**config.mk**
```make
export PLATFORM = sky130hd
export DESIGN_NAME = frame_buffer_ctrl
export DESIGN_NICKNAME = d
export VERILOG_FILES = /design/src/rtl/frame_buffer_ctrl.sv
export SDC_FILE = /design/constraint.sdc
export NUM_CORES = 1
export LEC_CHECK = 0
export CAP_MARGIN = 20
export CORE_MARGIN = 2
export CORE_UTILIZATION = 50
export CTS_CLUSTER_SIZE = 24
export DETAILED_ROUTE_END_ITERATION = 8
export GPL_ROUTABILITY_DRIVEN = 0
export PLACE_DENSITY = 0.85
export REMOVE_ABC_BUFFERS = 1
export SLEW_MARGIN = 15
export SYNTH_ARGS = -nofsm -noshare
export SYNTH_HDL_FRONTEND = slang
export SYNTH_SLANG_ARGS = --single-unit
```
**constraint.sdc**
```tcl
create_clock -name clk -period 5.05 [get_ports clk]
set_clock_uncertainty 0.2 [all_clocks]
set_input_delay 1.01 -clock clk [delete_from_list [all_inputs] [get_ports clk]]
set_output_delay 1.01 -clock clk [all_outputs]
set_load 0.02 [all_outputs]
```
**src/rtl/frame_buffer_ctrl.sv**
```systemverilog
// rtl/frame_buffer_ctrl.sv - frame buffer write sequencer (capture/clear) and VGA read address mapper
// Optional clear engine and capture-after-clear chaining enabled by defining FB_CTRL_CLEAR_EN.
module frame_buffer_ctrl #(
  parameter int c_img_cols    = 320,
  parameter int c_img_rows    = 240,
  parameter int c_img_pxls    = c_img_cols * c_img_rows,
  parameter int c_nb_img_pxls = 17,
  parameter int c_nb_vga      = 10,
  parameter int c_nb_buf      = 12
) (
  input  logic                     clk,
  input  logic                     rstn,
  input  logic                     cam_vsync,
  input  logic                     cam_pxl_vld,
  input  logic [15:0]              cam_pxl,
  input  logic                     capture_start,
  input  logic                     capture_cont,
  input  logic                     clear_start,
  input  logic [c_nb_buf-1:0]      clear_color,
  input  logic [c_nb_vga-1:0]      vga_col,
  input  logic [c_nb_vga-1:0]      vga_row,
  output logic                     fb_wea,
  output logic [c_nb_img_pxls-1:0] fb_addra,
  output logic [c_nb_buf-1:0]      fb_dina,
  output logic [c_nb_img_pxls-1:0] fb_addrb,
  output logic                     pxl_in_img,
  output logic                     busy,
  output logic                     frame_done,
  output logic                     err_ovf
);

  localparam logic [c_nb_img_pxls-1:0] LP_PXLS  = c_nb_img_pxls'(c_img_pxls);
  localparam logic [c_nb_img_pxls-1:0] LP_LAST  = c_nb_img_pxls'(c_img_pxls - 1);
  localparam logic [c_nb_img_pxls-1:0] LP_ONE   = c_nb_img_pxls'(1);
  localparam logic [c_nb_img_pxls-1:0] LP_COLS  = c_nb_img_pxls'(c_img_cols);
  localparam logic [c_nb_vga-1:0]      LP_COL_V = c_nb_vga'(c_img_cols);
  localparam logic [c_nb_vga-1:0]      LP_ROW_V = c_nb_vga'(c_img_rows);

`ifdef FB_CTRL_CLEAR_EN
  typedef enum logic [1:0] {IDLE, ARMED, CAPTURE, CLEAR} state_t;
`else
  typedef enum logic [1:0] {IDLE, ARMED, CAPTURE} state_t;
`endif

  state_t                     r_state, w_next_state;
  logic [c_nb_img_pxls-1:0]   r_cnt, w_cnt;
  logic                       r_vsync_q;
  logic                       r_capture_pend, w_capture_pend;
  logic                       r_err_ovf, w_err_ovf;
  logic                       r_wea, w_wea;
  logic [c_nb_img_pxls-1:0]   r_addra, w_addra;
  logic [c_nb_buf-1:0]        r_dina, w_dina;
  logic                       r_frame_done, w_frame_done;
  logic                       r_busy;
  logic [c_nb_img_pxls-1:0]   r_addrb;
  logic                       r_in_img_q1, r_in_img_q2;
  logic                       w_vs_rise;
  logic                       w_in_img;
  logic [c_nb_img_pxls-1:0]   w_rd_addr;

  assign w_vs_rise = cam_vsync & ~r_vsync_q;

`ifndef FB_CTRL_CLEAR_EN
  logic w_unused_clear;
  assign w_unused_clear = ^{clear_start, clear_color};
`endif

  always_comb begin
    w_next_state   = r_state;
    w_cnt          = r_cnt;
    w_capture_pend = r_capture_pend;
    w_err_ovf      = r_err_ovf;
    w_wea          = 1'b0;
    w_addra        = r_addra;
    w_dina         = r_dina;
    w_frame_done   = 1'b0;
    case (r_state)
      IDLE: begin
`ifdef FB_CTRL_CLEAR_EN
        if (clear_start) begin
          w_next_state   = CLEAR;
          w_cnt          = '0;
          w_capture_pend = capture_start;
          if (capture_start) w_err_ovf = 1'b0;
        end else
`endif
        if (capture_start) begin
          w_next_state = ARMED;
          w_err_ovf    = 1'b0;
        end
      end
      ARMED: begin
        if (w_vs_rise) begin
          w_next_state = CAPTURE;
          w_cnt        = '0;
        end
      end
      CAPTURE: begin
        // A frame boundary wins over a pixel arriving in the same cycle.
        if (w_vs_rise) begin
          w_frame_done = 1'b1;
          w_cnt        = '0;
          if (!capture_cont) w_next_state = IDLE;
        end else if (cam_pxl_vld) begin
          if (r_cnt < LP_PXLS) begin
            w_wea   = 1'b1;
            w_addra = r_cnt;
            w_dina  = {cam_pxl[15:12], cam_pxl[10:7], cam_pxl[4:1]};
            w_cnt   = r_cnt + LP_ONE;
          end else begin
            w_err_ovf = 1'b1;
          end
        end
      end
`ifdef FB_CTRL_CLEAR_EN
      CLEAR: begin
        w_wea   = 1'b1;
        w_addra = r_cnt;
        w_dina  = clear_color;
        w_cnt   = r_cnt + LP_ONE;
        if (r_cnt == LP_LAST) begin
          w_cnt          = '0;
          w_next_state   = r_capture_pend ? ARMED : IDLE;
          w_capture_pend = 1'b0;
        end
      end
`endif
      default: w_next_state = IDLE;
    endcase
  end

  always_ff @(posedge clk) begin
    if (!rstn) begin
      r_state        <= IDLE;
      r_cnt          <= '0;
      r_vsync_q      <= 1'b0;
      r_capture_pend <= 1'b0;
      r_err_ovf      <= 1'b0;
      r_wea          <= 1'b0;
      r_addra        <= '0;
      r_dina         <= '0;
      r_frame_done   <= 1'b0;
      r_busy         <= 1'b0;
    end else begin
      r_state        <= w_next_state;
      r_cnt          <= w_cnt;
      r_vsync_q      <= cam_vsync;
      r_capture_pend <= w_capture_pend;
      r_err_ovf      <= w_err_ovf;
      r_wea          <= w_wea;
      r_addra        <= w_addra;
      r_dina         <= w_dina;
      r_frame_done   <= w_frame_done;
      r_busy         <= (w_next_state != IDLE);
    end
  end

  // Read address lands one cycle after the coordinates; the flag trails by two to match doutb.
  assign w_in_img  = (vga_col < LP_COL_V) && (vga_row < LP_ROW_V);
  assign w_rd_addr = c_nb_img_pxls'(vga_row) * LP_COLS + c_nb_img_pxls'(vga_col);

  always_ff @(posedge clk) begin
    if (!rstn) begin
      r_addrb     <= '0;
      r_in_img_q1 <= 1'b0;
      r_in_img_q2 <= 1'b0;
    end else begin
      r_addrb     <= w_in_img ? w_rd_addr : '0;
      r_in_img_q1 <= w_in_img;
      r_in_img_q2 <= r_in_img_q1;
    end
  end

  assign fb_wea     = r_wea;
  assign fb_addra   = r_addra;
  assign fb_dina    = r_dina;
  assign fb_addrb   = r_addrb;
  assign pxl_in_img = r_in_img_q2;
  assign busy       = r_busy;
  assign frame_done = r_frame_done;
  assign err_ovf    = r_err_ovf;

endmodule

```
==> metrics.cfg, run 1 <==
[run_status]
outcome = finished clean

[clocking]
h-tree-depth = 3
cts_resized = 0
cts_root_buf = clkbuf_8
cts_setup_buffers = 0
clock_latency_ps = 330
cts_made_buffers = 9
cts_tree = yes
ctsLongestPathBuffers = 2
clock_sinks = 72
cts_hold_buf = 0
path_clk_slew_ps = 70

[sta]
period_share = 0.7412
relSlewSlack = 0.2899
drv_slew = 0
layout_setup_ws_ps = 1307
worst_pin_slew_ps = 1058
hold_viol = 0
tns_ps = 0
max_freq_mhz = 267.2
setup_viol = 0
rsz0062_at_grt = false
post-route-min-period_ps = 3743

[setup_path]
r2r_cells = 6
cpPeakStageDelay_ps = 620
crit_chain = clkdlybuf4s50_1 > ha_1 > ha_1 > a211oi_1 > nor2_1 > nor4b_1 > nand3_1 > mux2i_1
end_kind = flop
path_max_fanout = 5
r2r_start = r_cnt[10]
critical_path_buf_inv_count = 1
criticalPathCategory = in -> reg
arrival_ps = 3770
crit_slowest_cell = nor4b_1
rr_endpoint = fb_dina[1]
cpMostUsedCell = ha_1
r2r_slack_ps = 2690
startpoint_type = primary input
required_ps = 5080
crit_family = simple AND/OR/NAND/NOR gates

[routing]
drt_first_iter_violations = 109
vias = 2850
ant_nets = 0
avgRoutedWirePerCell_um = 13.40
first_pass_iters = 4
via_per_inst = 5.449
wl_mm = 7.007
remaining_drc_errors = 0

[synthesis]
yosys.area.top_type_share = 0.4360
synth_warnings = 0
synth_seq_cells = 72
synth_edf_count = 0
post_synth.cell_area_avg_sq_um = 9.391
async_reset_ff_frac = 0
netlist-cell-type-count = 51
synth-main-ff-cell = dfxtp_1
ys_seq_area_frac = 0.4360
synth_area_leaders = dfxtp_1, mux2i_1, ha_1
syn_area_sq_um = 3306
synth_top_area_cell = dfxtp_1
netlist_instances = 352

[floorplanning]
rows = 29
core-area_sq_um = 6386
io-pin-count = 106
dieArea_sq_um = 7278
die_y_um = 85.31
die_x_um = 85.31
start_util = 0.5176

[layout]
drive_gt1_frac = 0.05381
fill_cells = 489
fin_util = 0.7026
antennaDiodeCount = 0
fin_nets = 518
multi_input_area_sq_um = 1787
syn_to_final_growth_pct = 35.73
seqCellArea_sq_um = 1441

[placement]
port_buffers = 88
place_ws_ps = 993.8
hpwlAfterDp_mm = 5.213

[power]
leakage_uw = 0.001679
p_switching_uw = 304.9
p_comb_frac = 0.150
ir_drop_mv = 0.1786
p_per_area_nw_per_um2 = 281.7
intPower_uw = 959.2
p_seq_frac = 0.458
swShare = 0.2412
clock_power_share = 0.392

[global_routing]
grt_pass1_vias = 2753
grt_max_degree = 33
antenna_found_initial = 0
grtUsageTotal = 0.2029
grt-ovfl-total = 0
grt_pass1_wl_mm = 12.14

[flow_run]
drv_cap = 0

[min_path]
hp-start = r_in_img_q1
hold_path_class = reg -> reg
whs_path_depth = 1
min_delay_worst_endpoint = pxl_in_img

==> per-stage QoR <==
stage,std cells,area (sq um),power [uW],hold slack (ps)
after detailed placement,507,4267,780.8,222.8
after floorplan,340,3243,712.4,211.8
after CTS,523,4487,1279,241.4
after global placement,506,4239,774.0,219.1
after global routing,523,4487,1327,271.3
final,523,4487,1264,234.2
==> registers in the layout (all words and copies together), names as in the netlist, 2 cells and up <==
name and count:
fb_dina 12, r_cnt 17, fb_addrb 17, r_state 2
fb_addra 17
==> Yosys cell counts, types with 2 or more instances <==
cell      instances
dfxtp_1          72
nor2_1           48
mux2i_1          30
ha_1             20
o21ai_0          20
a21oi_1          19
nand2_1          14
or3_1            12
and2_1           11
nand3_1          10
inv_1             7
clkbuf_1          6
nand4_1           6
and3_1            5
xnor2_1           5
nand2b_1          4
nor2b_1           4
xor2_1            4
a211o_1           3
a211oi_1          3
nor3_1            3
nor3b_1           3
o211ai_1          3
o21a_1            3
a21o_1            2
and4_1            2
buf_2             2
buf_4             2
fa_1              2
nand3b_1          2
nor4_1            2
nor4b_1           2
or2_2             2
or4_1             2
==> metal layers <==
| layer | vias to the layer above | GRT usage | part of all wire |
|---|---|---|---|
| met1 | 1331 | 0.2430 | 0.43 |
| met4 | 0 | 0.06205 | 0.012 |
| met5 | - | 0 | 0 |
| met3 | 9 | 0.04864 | 0.046 |
| met2 | 69 | 0.3587 | 0.51 |
| li1 | 1441 | - | - |
==> cells by family (layout without fill, tap and decap cells) <==
logic type                 count (synthesis)  after routing  share of synthesized area
DFF                                       72             72                     0.4360
xor gates and xnor gates                   9              9                    0.02384
buffers and inverters                     19            113                    0.02687
muxes                                     30             30                    0.09084
adders and majority gates                 22             22                    0.08781
and+or+nand+nor                          133            133                     0.2063
AOI/OAI and AO/OA                         67             67                     0.1283
==> layout by cell type, fill, tap and decap left out, types with 3 or more instances in the layout <==
cell and instances:
clkbuf_8 10, nand2b_1 4, a211o_1 3, a211oi_1 3
ha_1 20, nor2b_1 4, o21a_1 3, or3_1 12
mux2i_1 30, and3_1 5, and2_1 11, o211ai_1 3
a21oi_1 18, clkdlybuf4s50_1 88, nand3_1 10, nor3b_1 3
nor3_1 3, xnor2_1 5, nand2_1 14, nor2_1 48
inv_1 7, nand4_1 6, o21ai_0 20, dfxtp_1 72
xor2_1 4
==> cell type report <==
type	count	area share
Multi-Input combinational cell	261	0.3982
Sequential cell	72	0.3212
Timing Repair Buffer	90	0.2041
Clock buffer	11	0.03151
Tap cell	77	0.02147
Clock inverter	5	0.01757
Inverter	7	0.005856
==> power groups by stage <==
stage	clock, uW	sequential, uW	combinational [uW]
final	495	579	189
after global placement	0	592	182
after CTS	510	579	190
after detailed placement	0	593	188
after global routing	534	580	212
after floorplan	0	598	115
==> worst max-delay path by stage <==
| stage | startpoint | to | slack, ps | depth (start not counted) |
|---|---|---|---|---|
| finish | vga_row[4] | fb_addrb[15] | 1310 | 8 |
| global route | vga_row[4] | fb_addrb[16] | 1090 | 8 |
| CTS | vga_row[4] | fb_addrb[16] | 1340 | 8 |
| detailed placement | vga_row[4] | fb_addrb[16] | 990 | 8 |
| global placement | vga_row[4] | fb_addrb[16] | 1060 | 8 |
| floorplan | cam_vsync | fb_addra[0] | 1020 | 5 |
(Power assumes the default switching activity.)
==> inputs of run 2 (changes only) <==
Settings changed: CORE_UTILIZATION 50 to 46, PLACE_DENSITY 0.85 to 0.79.
Clock period 5.05 ns to 3.8 ns, I/O delays scaled along.
==> metrics.cfg, run 2 (synthesis results as in run 1) <==
[run_status]
outcome = finished clean

[global_routing]
grt_pass1_wl_mm = 11.81
antenna_found_initial = 0
grt_pass1_vias = 2751
grt_max_degree = 32
grt-ovfl-total = 0
grtUsageTotal = 0.1901

[floorplanning]
core-area_sq_um = 6869
dieArea_sq_um = 7880
io-pin-count = 106
die_y_um = 88.77
die_x_um = 88.77
start_util = 0.4812
rows = 30

[routing]
ant_nets = 0
first_pass_iters = 4
wl_mm = 7.066
vias = 2906
remaining_drc_errors = 0
drt_first_iter_violations = 120
avgRoutedWirePerCell_um = 12.89
via_per_inst = 5.303

[sta]
layout_setup_ws_ps = 517.7
rsz0062_at_grt = false
worst_pin_slew_ps = 487.9
tns_ps = 0
period_share = 0.8638
relSlewSlack = 0.6706
setup_viol = 0
post-route-min-period_ps = 3282
max_freq_mhz = 304.7
hold_viol = 0
drv_slew = 0

[layout]
fill_cells = 578
drive_gt1_frac = 0.06858
fin_nets = 524
syn_to_final_growth_pct = 37.17
antennaDiodeCount = 0
final_cell_mix = clkdlybuf4s50_1, dfxtp_1, nor2_1, mux2i_1
final_common_cell = clkdlybuf4s50_1

[clocking]
cts_tree = yes
cts_setup_buffers = 0
cts_root_buf = clkbuf_8
cts_hold_buf = 0
path_clk_slew_ps = 70
clock_latency_ps = 340
ctsLongestPathBuffers = 2
clock_sinks = 72
cts_resized = 0
cts_made_buffers = 9
h-tree-depth = 3

[setup_path]
path_max_fanout = 3
arrival_ps = 3310
startpoint_type = primary input
criticalPathCategory = in -> reg
end_kind = flop
required_ps = 3830

[min_path]
hold_path_class = reg -> reg

[power]
leakage_uw = 0.001699
ir_drop_mv = 0.2379
p_per_area_nw_per_um2 = 370.5
p_total_uw = 1680

[flow_run]
drv_cap = 0

[placement]
place_ws_ps = 106.9
port_buffers = 88
hpwlAfterDp_mm = 5.365

-- run 2: cell count changes in the layout (fill, tap and decap cells not counted), sizes merged --
cell,previous run,this run
buf,2,8
clkbuf,11,9
clkinv,2,3
clkinvlp,0,1
-- run 2: final timing paths --
kind / to / cells past startpoint / from / slack (ps)
setup / recovery: fb_addrb[16] / 10 / vga_row[1] / 520
hold / removal: pxl_in_img / 1 / r_in_img_q1 / 240
hold reg to reg: pxl_in_img / 1 / r_in_img_q1 / 240
setup reg to reg: r_cnt[11] / 5 / r_cnt[11] / 1480
-- run 2: stage by stage --
stage	hold slack [ps]	instance area [sq um]	std cells	util
after floorplan	211.8	3243	340	-
after global placement	220.7	4315	532	0.6282
after detailed placement	223.3	4315	532	0.6282
after CTS	244.8	4534	548	0.6601
after global routing	270.7	4534	548	0.6601
final	238.5	4534	548	0.6601
-- run 2: area by class of cell --
class / count / area (sq um) / share of cell area
repair buffers: 96 / 940.9 / 0.2075
inverters: 7 / 26.28 / 0.005795
multi-input cells: 261 / 1787 / 0.3940
clock buffers: 9 / 123.9 / 0.02732
clock inverters: 7 / 95.09 / 0.02097
flip-flops and latches: 72 / 1441 / 0.3179
well taps: 96 / 120.1 / 0.02649
-- run 2: critical path, stage by stage --
cell             delay, ps
clkdlybuf4s50_1        460
ha_1                   310
ha_1                   230
fa_1                   410
xor2_1                 270
nand2_1                130
nor4_1                 290
buf_4                  190
nand4_1                100
mux2i_1                160
-- run 2: per-layer routing --
layer  global-route usage  wire length [um]
met1               0.2177              2991
met2               0.3406              3615
met3              0.06063               374
met4              0.04959                85
met5                    0                 0
-- run 2: report_power, final --
| group | total [uW] | switching, uW | internal [uW] |
|---|---|---|---|
| clock network | 650 | 280 | 370 |
| registers | 770 | 5.66 | 764 |
| logic | 260 | 131 | 129 |
| total | 1680 | 417 | 1260 |
==> inputs of run 3 (changes only) <==
Settings changed: HOLD_SLACK_MARGIN from default to 0.02, SKIP_CTS_REPAIR_TIMING from default to 1, SKIP_LAST_GASP from default to 1.
==> results of run 3 <==
The final DEF is identical to that of run 2; final timing and power are the same.
